--- src/rtl/alu_issue_stage.sv ---
// alu_issue_stage
// ID->EX issue stage for the MIPS pipeline. Decodes the ID instruction into
// the ALU control code, selects and extends the operands, and buffers the
// resulting {in1, in2, ctrl, illegal} triple in a 2-entry skid buffer.
// id_ready is registered, so EX back-pressure has no combinational path
// into ID.
//
// Parameters:
//   DEPTH      - skid entries; only 2 is supported
//   SHAMT_MASK - 1: variable shifts use rs[4:0]; 0: full rs_data
//
// Ports:
//   clk, rst_n            - clock, asynchronous active-low reset
//   id_valid / id_ready   - ID-side handshake (id_ready registered)
//   id_instr              - instruction word
//   rs_data / rt_data     - forwarded register operands, sampled at accept
//   flush                 - synchronous kill of all buffered entries
//   ex_valid / ex_ready   - EX-side handshake on the head entry
//   ex_in1, ex_in2        - ALU operands
//   ex_alu_ctrl           - 4-bit ALU control code
//   ex_illegal            - head entry decoded as unsupported
//
// Optional: define ALU_ISSUE_PERF_EN to add perf_issued (pop count) and
// perf_stall (cycles with ex_valid & !ex_ready) counters.

module alu_issue_stage #(
    parameter int unsigned DEPTH      = 2,
    parameter bit          SHAMT_MASK = 1'b1
) (
    input  logic        clk,
    input  logic        rst_n,
    input  logic        id_valid,
    output logic        id_ready,
    input  logic [31:0] id_instr,
    input  logic [31:0] rs_data,
    input  logic [31:0] rt_data,
    input  logic        flush,
    output logic        ex_valid,
    input  logic        ex_ready,
    output logic [31:0] ex_in1,
    output logic [31:0] ex_in2,
    output logic [3:0]  ex_alu_ctrl,
    output logic        ex_illegal
`ifdef ALU_ISSUE_PERF_EN
    ,
    output logic [31:0] perf_issued,
    output logic [31:0] perf_stall
`endif
);

    localparam logic [3:0] ALU_AND  = 4'b0000;
    localparam logic [3:0] ALU_OR   = 4'b0001;
    localparam logic [3:0] ALU_ADD  = 4'b0010;
    localparam logic [3:0] ALU_SRL  = 4'b0011;
    localparam logic [3:0] ALU_SUB  = 4'b0110;
    localparam logic [3:0] ALU_SLT  = 4'b0111;
    localparam logic [3:0] ALU_XOR  = 4'b1001;
    localparam logic [3:0] ALU_SLL  = 4'b1010;
    localparam logic [3:0] ALU_SRA  = 4'b1011;
    localparam logic [3:0] ALU_NOR  = 4'b1100;
    localparam logic [3:0] ALU_SLTU = 4'b1110;
    localparam logic [3:0] ALU_ILL  = 4'b1111;

    typedef struct packed {
        logic [31:0] in1;
        logic [31:0] in2;
        logic [3:0]  ctrl;
        logic        illegal;
    } entry_t;

    // State encoding equals the number of occupied entries.
    typedef enum logic [1:0] {
        EMPTY = 2'd0,
        ONE   = 2'd1,
        FULL  = 2'(DEPTH)
    } state_t;

    state_t state, nstate;
    entry_t head, tail, dec;

    logic accept, pop;

    // ---------------------------------------------------------------- decode
    logic [5:0]  op, funct;
    logic [31:0] sext, zext, shamt_ext, shv;
    logic        dec_ok;
    logic [3:0]  dec_ctrl;
    logic [31:0] dec_a, dec_b;

    // rs/rt/rd fields are not needed: operands arrive already forwarded.
    logic unused_fields;
    assign unused_fields = ^id_instr[25:16];

    assign op        = id_instr[31:26];
    assign funct     = id_instr[5:0];
    assign sext      = {{16{id_instr[15]}}, id_instr[15:0]};
    assign zext      = {16'h0000, id_instr[15:0]};
    assign shamt_ext = {27'd0, id_instr[10:6]};
    assign shv       = SHAMT_MASK ? {27'd0, rs_data[4:0]} : rs_data;

    always_comb begin
        dec_ok   = 1'b1;
        dec_ctrl = ALU_ILL;
        dec_a    = rs_data;
        dec_b    = rt_data;
        case (op)
            6'h00: begin
                case (funct)
                    6'h20, 6'h21: dec_ctrl = ALU_ADD;
                    6'h22, 6'h23: dec_ctrl = ALU_SUB;
                    6'h24:        dec_ctrl = ALU_AND;
                    6'h25:        dec_ctrl = ALU_OR;
                    6'h26:        dec_ctrl = ALU_XOR;
                    6'h27:        dec_ctrl = ALU_NOR;
                    6'h2A:        dec_ctrl = ALU_SLT;
                    6'h2B:        dec_ctrl = ALU_SLTU;
                    6'h00, 6'h02, 6'h03: begin
                        dec_ctrl = (funct == 6'h00) ? ALU_SLL :
                                   (funct == 6'h02) ? ALU_SRL : ALU_SRA;
                        dec_a    = rt_data;
                        dec_b    = shamt_ext;
                    end
                    6'h04, 6'h06, 6'h07: begin
                        dec_ctrl = (funct == 6'h04) ? ALU_SLL :
                                   (funct == 6'h06) ? ALU_SRL : ALU_SRA;
                        dec_a    = rt_data;
                        dec_b    = shv;
                    end
                    default: dec_ok = 1'b0;
                endcase
            end
            6'h08, 6'h09, 6'h23, 6'h2B: begin
                dec_ctrl = ALU_ADD;
                dec_b    = sext;
            end
            6'h0A: begin
                dec_ctrl = ALU_SLT;
                dec_b    = sext;
            end
            6'h0B: begin
                dec_ctrl = ALU_SLTU;
                dec_b    = sext;
            end
            6'h0C: begin
                dec_ctrl = ALU_AND;
                dec_b    = zext;
            end
            6'h0D: begin
                dec_ctrl = ALU_OR;
                dec_b    = zext;
            end
            6'h0E: begin
                dec_ctrl = ALU_XOR;
                dec_b    = zext;
            end
            6'h0F: begin
                dec_ctrl = ALU_SLL;
                dec_a    = zext;
                dec_b    = 32'd16;
            end
            6'h04, 6'h05: dec_ctrl = ALU_SUB;
            default: dec_ok = 1'b0;
        endcase

        if (dec_ok) begin
            dec = '{in1: dec_a, in2: dec_b, ctrl: dec_ctrl, illegal: 1'b0};
        end else begin
            dec = '{in1: '0, in2: '0, ctrl: ALU_ILL, illegal: 1'b1};
        end
    end

    // ------------------------------------------------------------ skid buffer
    assign accept = id_valid & id_ready;
    assign pop    = ex_valid & ex_ready;

    always_comb begin
        nstate = state;
        if (flush) begin
            nstate = EMPTY;
        end else begin
            case (state)
                EMPTY:   if (accept) nstate = ONE;
                ONE: begin
                    if (accept && !pop) nstate = FULL;
                    else if (!accept && pop) nstate = EMPTY;
                end
                FULL:    if (pop) nstate = ONE;
                default: nstate = EMPTY;
            endcase
        end
    end

    always_ff @(posedge clk or negedge rst_n) begin
        if (!rst_n) begin
            state    <= EMPTY;
            id_ready <= 1'b1;
            ex_valid <= 1'b0;
            head     <= '0;
            tail     <= '0;
        end else begin
            state    <= nstate;
            id_ready <= (nstate != FULL);
            ex_valid <= (nstate != EMPTY);
            if (!flush) begin
                case (state)
                    EMPTY: if (accept) head <= dec;
                    ONE: begin
                        // With a same-cycle pop the new entry goes straight to head.
                        if (accept && pop)       head <= dec;
                        else if (accept && !pop) tail <= dec;
                    end
                    FULL:  if (pop) head <= tail;
                    default: ;
                endcase
            end
        end
    end

    assign ex_in1      = head.in1;
    assign ex_in2      = head.in2;
    assign ex_alu_ctrl = head.ctrl;
    assign ex_illegal  = head.illegal;

`ifdef ALU_ISSUE_PERF_EN
    always_ff @(posedge clk or negedge rst_n) begin
        if (!rst_n) begin
            perf_issued <= '0;
            perf_stall  <= '0;
        end else begin
            if (pop)                  perf_issued <= perf_issued + 32'd1;
            if (ex_valid && !ex_ready) perf_stall <= perf_stall + 32'd1;
        end
    end
`endif

endmodule

--- config.mk ---
export PLATFORM = sky130hd
export DESIGN_NAME = alu_issue_stage
export DESIGN_NICKNAME = d
export VERILOG_FILES = /design/src/rtl/alu_issue_stage.sv
export SDC_FILE = /design/constraint.sdc
export NUM_CORES = 1
export LEC_CHECK = 0
export BUFFER_PORTS_ARGS = -buffer_cell sky130_fd_sc_hd__buf_2
export CORE_MARGIN = 2
export CORE_UTILIZATION = 52
export DETAILED_ROUTE_END_ITERATION = 10
export GPL_ROUTABILITY_DRIVEN = 0
export GPL_TIMING_DRIVEN = 1
export HOLD_SLACK_MARGIN = 0.02
export PLACE_DENSITY = 0.78
export SYNTH_ARGS = -nofsm -noshare
export SYNTH_HDL_FRONTEND = slang
export SYNTH_SLANG_ARGS = --single-unit
--- constraint.sdc ---
create_clock -name clk -period 5.38 [get_ports clk]
set_input_delay 1.076 -clock clk [delete_from_list [all_inputs] [get_ports clk]]
set_output_delay 1.076 -clock clk [all_outputs]
set_load 0.02 [all_outputs]
# Word-level counts from Yosys, hierarchy flattened
# Index checks and enable logic that the tools add are counted.
op_classes:
  reduce_logical: 23
  n_eq_ne: 33
  bitwise_logic: 4
  mux: 23
ops:
  columns: ["cell", "count"]
  rows:
  - ["$mux W69", 4]
  - ["$pmux W69 S3", 1]
  - ["$pmux W32 S2", 2]
  - ["$pmux W32 S4", 1]
  - ["$eq A6 B6 Y1 const B", 12]
  - ["$eq A6 B4 Y1 const B", 8]
  - ["$pmux W4 S10", 1]
  - ["$pmux W4 S9", 1]
  - ["$mux W32", 1]
  - ["$eq A6 B3 Y1 const B", 5]
  - ["$mux W4", 4]
  - ["$reduce_or A16 Y1", 1]
  - ["$eq A6 B2 Y1 const B", 2]
  - ["$logic_not A6 Y1", 2]
  - ["$reduce_or A12 Y1", 1]
  - ["$reduce_or A6 Y1", 2]
  - ["$mux W2", 5]
  - ["$reduce_or A3 Y1", 3]
  - ["$ne A2 B2 Y1 const B", 4]
  - ["$pmux W2 S3", 1]
  - ["$reduce_or A2 Y1", 3]
  - ["$reduce_and A5 Y1", 1]
  - ["$reduce_and A4 Y1", 1]
  - ["$reduce_or A4 Y1", 1]
  - ["other kinds (11)", 16]
totals:
  wordCells: 94
  register_bits: 142
  output_inout_bits: 71

# Depth between registers and ports, before layout
# Gate-level depths: netlist (run 1).
logic_depth:
  word_depth: 8
  ltp_mapped: 9
  mapped_depth_nobuf: 6

# Least setup slack after synthesis (run 1)
# OpenSTA, ideal clock, no wires.
synth_path:
  path_kind: "input to register"
  startpoint: "input id_instr[27]"
  endpoint: "register head (netlist bit ex_in2[2])"
  cell_stages: 9
  setup_ns: 0.135
  required_ns: 5.245
  arrival_time_ns: 2.671
  n_path_buf: 3
  slack_ns: 2.574
  path_cell_list: "buf_4 > nor4_4 > o2111a_2 > and2_1 > buf_6 > nor2_2 > buf_6 > a222oi_1 > o22ai_1"
synth_via:
  elab_chain_len: 6
synth_rtl:
  columns: ["item", "line", "text"]
  rows:
  - ["from (decl)", "34", "input logic [31:0] id_instr,"]
  - ["$eq A6 B4 Y1 (tied with other cells)", "106", "case (op)"]
  - ["$reduce_or A12 Y1 (no source line) (tied with other cells)", null, null]
  - ["$pmux W1 S2 or $pmux W32 S4 (tied branches)", "106", null]
  - ["$mux W69 (*)", "165", "if (dec_ok) begin"]
  - ["$mux W69 (on tied branches)", "209, 206", null]
  - ["$pmux W69 S3 (*)", "205", "case (state)"]
  - ["to (signal assigned)", "212", "FULL: if (pop) head <= tail;"]
  - ["to (decl)", "79", "entry_t head, tail, dec;"]
# Every way passes the cells marked *; elsewhere a longest branch is shown, timed or not. The select of a mux whose other input is x is not followed.
# A chain may end at the register's enable or synchronous reset.

# Worst setup path in the final report (run 1)
layout_path:
  startpoint: "input id_instr[31]"
  endpoint: "register head (netlist bit ex_in1[2])"
layout_via:
  elab_chain_len: 6
layout_rtl:
  columns: ["item", "line"]
  rows:
  - ["$eq A6 B4 Y1 (tied with other cells)", "106"]
  - ["$reduce_or A12 Y1 (no source line)", null]
  - ["$pmux W1 S2", "106"]
  - ["$mux W69 (*)", "165"]
  - ["$mux W69 (on tied branches)", "209, 206"]
  - ["$pmux W69 S3 (*)", "205"]
# Marks and branches as above.

==> results.tsv, run 1 <==
stage	metric	value	unit
pwr	Sw Ratio	0.324	
critical_path	Worst setup EP type	register	
critical_path	FF-to-FF setup slack	2.85	ns
clocking	CTS root buffer	clkbuf_16	
placement	Post-Place Worst Slack	1.88	ns
clocking	cts hold-fix bufs	0	
hold_path	hold_sp	tail[53]$_DFFE_PN0P_	
placement	I/O Buffers	161	
drt	Initial DRC Count	717	
clocking	post-CTS setup buffer count	0	
critical_path	Worst setup SP type	input port	
critical_path	RR Startpoint	state[1]$_DFF_PN0_	
clocking	Num CTS Buffers	17	
floorplanning	Initial Utilization	0.528	
floorplanning	Die ar.	14300	µm²
logic_synthesis	Mapped Avg Cell Area	9.10	µm²
floorplanning	IO Pins	172	
hold_path	hold depth	2	
sta	Final period util	0.586	
critical_path	Critical Path Source	id_instr[31]	
finish	Non-Filler Instances	1079	
global_routing	initial antenna violation count	1	
drt	Vias/cell	6.16	
pwr	pwr/cell area	451	nW/µm²
logic_synthesis	Netlist cell types	51	
logic_synthesis	Synth Cell Area	6970	µm²
finish	fin nets	989	
sta	measured slew at the worst slew-check pin	1.05	ns
global_routing	GR Util met1	0.398	
floorplanning	row count	42	
finish	layout cell share with drive strength beyond 1	0.244	
drt	post-detailed-route count of antenna-violating nets	0	
logic_synthesis	synthesized flop and latch total	142	
global_routing	Most Crowded Layer GR	met2	
drt	Routed WL	20.7	mm
global_routing	vias in the first global route	6195	
clocking	CTS H-Tree Depth	4	
sta	final clock skew	0.00679	ns
sta	fmax	0.317	GHz
drt	drt first pass iters	5	
logic_synthesis	Post-Synthesis Cells	766	
critical_path	CP Max Fanout	16	
pwr	sequential share of power	0.392	
pwr	Worst VDD drop	267	µV
critical_path	Crit path arrival time	3.46	ns
clocking	clk slew on worst S/H paths	0.06	ns
global_routing	met3 GRT Util	0.0741	
global_routing	global-route wire length before repair	32.3	mm
clocking	CTS max path bufs	2	
sta	setup ws final	2.23	ns
sta	RSZ-0062 raised after global routing	no	
pwr	Design Power	3.83	mW
placement	DP Wirelength	12.8	mm
placement	placed insts	1045	
global_routing	largest net degree at the start of global routing	104	
hold_path	Hold EP	tail[53]$_DFFE_PN0P_	
finish	Final Cell Area	8490	µm²
floorplanning	Die Height	120	µm
global_routing	GRT Total Usage	0.289	
status	status	completed	
pwr	Internal	2.59	mW
critical_path	r2r worst-path depth	6	
sta	Slew headroom	0.297	
flow_run	Max Cap Viol	0	
clocking	clock sink count	142	
critical_path	Worst EP required	5.69	ns
clocking	TritonCTS clock tree	built	
logic_synthesis	Post-synth top flop	dfrtp_1	
sta	final total negative setup slack	0	ns
global_routing	GRT overflow	0	
logic_synthesis	Post-synth EDFFs	0	
floorplanning	Die Wd	120	µm
clocking	post-cts resize count	0	
drt	Residual DRC	0	
pwr	Clk pwr share	0.354	
logic_synthesis	register area share after synthesis	0.510	
critical_path	Crit Reg-Reg Endpoint	ex_in1[5]$_DFFE_PN0P_	
logic_synthesis	syn_nets	867	
sta	Final min period	3.15	ns
pwr	Sw Pwr	1.24	mW
drt	drt wl/cell	19.2	µm
sta	Setup violations, final	0	
critical_path	Crit Path Class	input port to register	
finish	P&R area growth vs syn	21.8	%
sta	Slew Viols, Final	0	
floorplanning	Core ar.	13200	µm²
placement	Placement Cell Area	7800	µm²
logic_synthesis	Async SR Flop Fraction	1.00	
drt	Vias	6652	
pwr	Logic pwr share	0.253	
pwr	leakage power	3.97	nW
global_routing	M2 GR Usage	0.424	
clocking	worst skew pair latency	0.43	ns
sta	Final Hold Fails	0	
hold_path	HP Class	register to register	
logic_synthesis	YS warnings	0	
==> power by group through the flow <==
stage | combinational (mW) | sequential [mW] | clock [mW]
after global placement | 0.951 | 1.51 | 0
final | 0.971 | 1.50 | 1.36
after floorplan | 0.406 | 1.70 | 0
after detailed placement | 0.967 | 1.51 | 0
after global routing | 1.06 | 1.53 | 1.41
after CTS | 0.974 | 1.50 | 1.37
==> cell usage in the layout (no fill, tap or decap), types with 3 or more instances in the layout <==
cell type / instances
clkbuf_16: 17
o21ai_0: 46
buf_4: 12
and3_1: 35
nor2_1: 63
inv_1: 5
buf_2: 160
a22oi_1: 11
dfrtp_1: 141
nand2_1: 81
or3_1: 17
a222oi_1: 3
nand2b_1: 3
nor3_1: 7
clkbuf_8: 3
a21oi_1: 129
bufinv_16: 6
a221oi_1: 16
and2_1: 13
mux2_2: 6
o31ai_1: 48
nand3_1: 3
clkinv_2: 3
o22ai_1: 33
==> Yosys cell counts (2+ instances only) <==
| library cell | instances | share of area |
|---|---|---|
| dfrtp_1 | 141 | 0.51 |
| a21oi_1 | 130 | 0.093 |
| nand2_1 | 81 | 0.044 |
| nor2_1 | 63 | 0.034 |
| clkbuf_1 | 53 | 0.029 |
| o31ai_1 | 48 | 0.052 |
| o21ai_0 | 46 | 0.033 |
| and3_1 | 35 | 0.031 |
| o22ai_1 | 33 | 0.030 |
| or3_1 | 17 | 0.015 |
| a221oi_1 | 16 | 0.020 |
| and2_1 | 13 | 0.012 |
| a22oi_1 | 11 | 0.012 |
| buf_2 | 9 | 0.0065 |
| nor3_1 | 7 | 0.0050 |
| mux2_2 | 6 | 0.0097 |
| inv_1 | 5 | 0.0027 |
| buf_6 | 4 | 0.0065 |
| a222oi_1 | 3 | 0.0043 |
| nand2b_1 | 3 | 0.0027 |
| nand3_1 | 3 | 0.0022 |
| a211oi_1 | 2 | 0.0022 |
| a32o_1 | 2 | 0.0029 |
| buf_1 | 2 | 0.0011 |
| buf_4 | 2 | 0.0022 |
| mux2i_1 | 2 | 0.0029 |
| nand4b_1 | 2 | 0.0025 |
| nor4b_1 | 2 | 0.0025 |
| o21bai_1 | 2 | 0.0022 |
| xnor2_1 | 2 | 0.0025 |
==> worst max-delay path by stage <==
stage                     cells after the start               endpoint  slack (ns)
final                                         7  ex_in1[2]$_DFFE_PN0P_        2.23
after global routing                          7  ex_in1[2]$_DFFE_PN0P_        2.01
after CTS                                     7  ex_in1[2]$_DFFE_PN0P_        2.29
after detailed placement                      7  ex_in1[2]$_DFFE_PN0P_        1.88
after global placement                        7  ex_in1[2]$_DFFE_PN0P_        1.93
after floorplan                               9  ex_in2[2]$_DFFE_PN0P_        2.57
==> registers in the layout (all words and copies together) (netlist names) <==
signal and count:
ex_alu_ctrl 4, ex_illegal 1, ex_in1 32, ex_in2 32, ex_valid 1, id_ready 1
state 2, tail 69
==> routing by layer <==
metal  vias up  wire length [µm]
met5         -                 0
li1       3052                 -
met3        56              1860
met4         0               807
met1      3204              8550
met2       340              9490
==> metrics by stage <==
step | hold slack [ns] | util
CTS | 0.470 | 0.643
global route | 0.491 | 0.643
finish | 0.467 | 0.643
detailed placement | 0.458 | 0.591
global placement | 0.452 | 0.591
floorplan | 0.440 | -
==> cells by family after synthesis <==
family / count (synthesis) / share of synthesized area
muxes: 8 / 0.0126
AOI/OAI and AO/OA: 303 / 0.264
adders and majority gates: 1 / 0.00144
xor gates and xnor gates: 2 / 0.00251
buffers and inverters: 75 / 0.0474
DFF: 142 / 0.510
and+or+nand+nor: 235 / 0.162
==> area by class of cell <==
cell class	count	area (µm²)
Antenna cell	2	5.00
Clock buffer	21	470
Clock inverter	11	210
Fill cell	1119	4700
Inverter	5	18.8
Multi-Input combinational cell	549	3110
Sequential cell	142	3550
Tap cell	176	220
Timing Repair Buffer	173	902
==> critical path: stages <==
cell	delay, ns
buf_2	0.18
nand4bb_1	0.25
nor2_1	0.83
a21oi_2	0.35
a221oi_1	0.55
or3_1	0.18
a21oi_1	0.06
Power figures use the tool's default switching activity.
==> run 2: changes to the inputs <==
clock period = 3.2 ns   (was 5.38 ns; I/O delays follow)
==> run 2 against run 1 <==
Total power grew 66%. Sequential share of layout area shrank 0.29 points. Worst hold slack lost 0.32 ns. Non-clock buffer count grew 7. Largest power group unchanged. Sequential cell count is the same.
==> results.tsv, run 2 (synthesis results as in run 1) <==
stage	metric	value	unit	change
critical_path	Worst setup EP type	register		unchanged
clocking	CTS root buffer	clkbuf_16		unchanged
clocking	TritonCTS clock tree	built		unchanged
clocking	clk slew on worst S/H paths	0.06	ns	about the same
sta	RSZ-0062 raised after global routing	no		unchanged
clocking	cts hold-fix bufs	0		unchanged
clocking	post-cts resize count	0		unchanged
critical_path	Worst setup SP type	input port		unchanged
sta	Final min period	2.30	ns	
clocking	clock sink count	142		unchanged
global_routing	global-route wire length before repair	32.5	mm	was 32.3 mm
critical_path	Crit Path Class	input port to register		unchanged
finish	P&R area growth vs syn	22.6	%	was 21.8%
sta	Setup violations, final	0		unchanged
global_routing	largest net degree at the start of global routing	105		was 104
finish	register area	3550	µm²	unchanged
floorplanning	row count	42		unchanged
critical_path	critical path, cell by cell	buf_2, nand2b_1, nor3_1, nand3_1, and3_1, a21oi_1, o31ai_1		was buf_2, nand4bb_1, nor2_1, a21oi_2, a221oi_1, or3_1, a21oi_1
pwr	pwr/cell area	742	nW/µm²	was 451 nW/µm²
status	status	completed		unchanged
sta	final total negative setup slack	0	ns	unchanged
placement	DP Wirelength	13.1	mm	was 12.8 mm
drt	Routed WL	20.2	mm	was 20.7 mm
floorplanning	Die ar.	14300	µm²	unchanged
finish	area of the multi-input gates	3110	µm²	unchanged
drt	drt wl/cell	18.6	µm	was 19.2 µm
hold_path	HP Class	input port to asynchronous set/reset pin		was register to register
finish	Top reg by flops	tail		unchanged
drt	drt first pass iters	5		unchanged
finish	layout cell share with drive strength beyond 1	0.248		was 0.244
sta	measured slew at the worst slew-check pin	0.889	ns	was 1.05 ns
sta	final clock skew	0.00846	ns	was 0.00679 ns
pwr	leakage power	4.00	nW	was 3.97 nW
drt	Residual DRC	0		unchanged
critical_path	Slowest-stage cell, CP	nand3_1		was nor2_1
sta	Slew headroom	0.408		was 0.297
critical_path	Crit path arrival time	2.58	ns	was 3.46 ns
global_routing	vias in the first global route	6225		was 6195
drt	Vias/cell	6.07		was 6.16
critical_path	Worst EP required	3.49	ns	was 5.69 ns
clocking	post-CTS setup buffer count	0		unchanged
clocking	CTS H-Tree Depth	4		unchanged
finish	most common cell after layout, fill and taps aside	buf_2		unchanged
drt	Initial DRC Count	655		was 717
placement	Post-Place Worst Slack	0.570	ns	was 1.88 ns
finish	fin nets	996		was 989
drt	post-detailed-route count of antenna-violating nets	0		unchanged
clocking	CTS max path bufs	2		unchanged
floorplanning	Die Height	120	µm	unchanged
clocking	worst skew pair latency	0.42	ns	was 0.43 ns
floorplanning	IO Pins	172		unchanged
floorplanning	Die Wd	120	µm	unchanged
clocking	Num CTS Buffers	17		unchanged
global_routing	GRT Total Usage	0.290		was 0.289
drt	Vias	6599		was 6652
sta	Final period util	0.717		
sta	setup ws final	0.904	ns	was 2.23 ns
finish	fillcell total	1089		was 1119
finish	max reg flops	69		unchanged
floorplanning	Initial Utilization	0.528		unchanged
sta	Final Hold Fails	0		unchanged
sta	fmax	0.436	GHz	
finish	most frequent cells in the layout	buf_2, dfrtp_1, a21oi_1		unchanged
global_routing	GRT overflow	0		unchanged
sta	Slew Viols, Final	0		unchanged
placement	I/O Buffers	161		unchanged
floorplanning	Core ar.	13200	µm²	unchanged
critical_path	max incr delay on CP	0.49	ns	was 0.83 ns
finish	Final Cell Area	8550	µm²	was 8490 µm²
finish	final core utilization	0.648		was 0.643
global_routing	initial antenna violation count	4		was 1
placement	Placement Cell Area	7890	µm²	was 7800 µm²
pwr	Worst VDD drop	366	µV	was 267 µV
flow_run	Max Cap Viol	0		unchanged
critical_path	CP Max Fanout	16		unchanged
## run 2: where the power goes
| group | switching, mW | total [mW] | internal (mW) | leakage, nW |
|---|---|---|---|---|
| registers | 0.262 | 2.52 | 2.26 | 1.82 |
| logic | 1.06 | 1.64 | 0.585 | 1.87 |
| clock network | 0.754 | 2.18 | 1.42 | 0.311 |
| total | 2.07 | 6.34 | 4.27 | 4.00 |
## run 2: layout make-up
| type | count | share of cell area |
|---|---|---|
| Sequential cell | 142 | 0.416 |
| Multi-Input combinational cell | 549 | 0.363 |
| Timing Repair Buffer | 180 | 0.116 |
| Clock buffer | 22 | 0.0543 |
| Tap cell | 176 | 0.0258 |
| Clock inverter | 10 | 0.0215 |
| Inverter | 5 | 0.00220 |
| Antenna cell | 3 | 0.000878 |
## run 2: through the flow
| step | hold WS, ns | power (mW) | cells |
|---|---|---|---|
| global placement | 0.451 | 4.15 | 1052 |
| floorplan | 0.344 | 3.54 | 766 |
| CTS | 0.159 | 6.38 | 1084 |
| detailed placement | 0.458 | 4.19 | 1052 |
| finish | 0.149 | 6.34 | 1087 |
| global route | 0.170 | 6.67 | 1085 |
## run 2: final timing paths
check | from | to | cells past startpoint | slack (ns)
worst min register to register | tail[53]$_DFFE_PN0P_ | tail[53]$_DFFE_PN0P_ | 2 | 0.47
min in group clk | tail[53]$_DFFE_PN0P_ | tail[53]$_DFFE_PN0P_ | 2 | 0.47
worst max-delay path | id_instr[31] | tail[56]$_DFFE_PN0P_ | 7 | 0.90
worst max register to register | id_ready$_DFF_PN1_ | ex_in1[27]$_DFFE_PN0P_ | 7 | 1.03
max in group asynchronous | rst_n | ex_in2[28]$_DFFE_PN0P_ | 2 | 2.33
worst min-delay path | rst_n | ex_in1[0]$_DFFE_PN0P_ | 1 | 0.15
## run 2: metal layers
metal  GRT usage  wire (µm)  vias to the layer above
met3      0.0841       1780                       44
met4       0.114        537                        2
met5           0         13                        -
met1       0.395       8530                     3167
li1            -          -                     3067
met2       0.438       9370                      319
## run 2: worst max-delay path, delay by kind of cell
kind | cells | cell delay, ns
simple gates | 4 | 1.39
buf+inv | 1 | 0.17
compound gates | 2 | 0.38
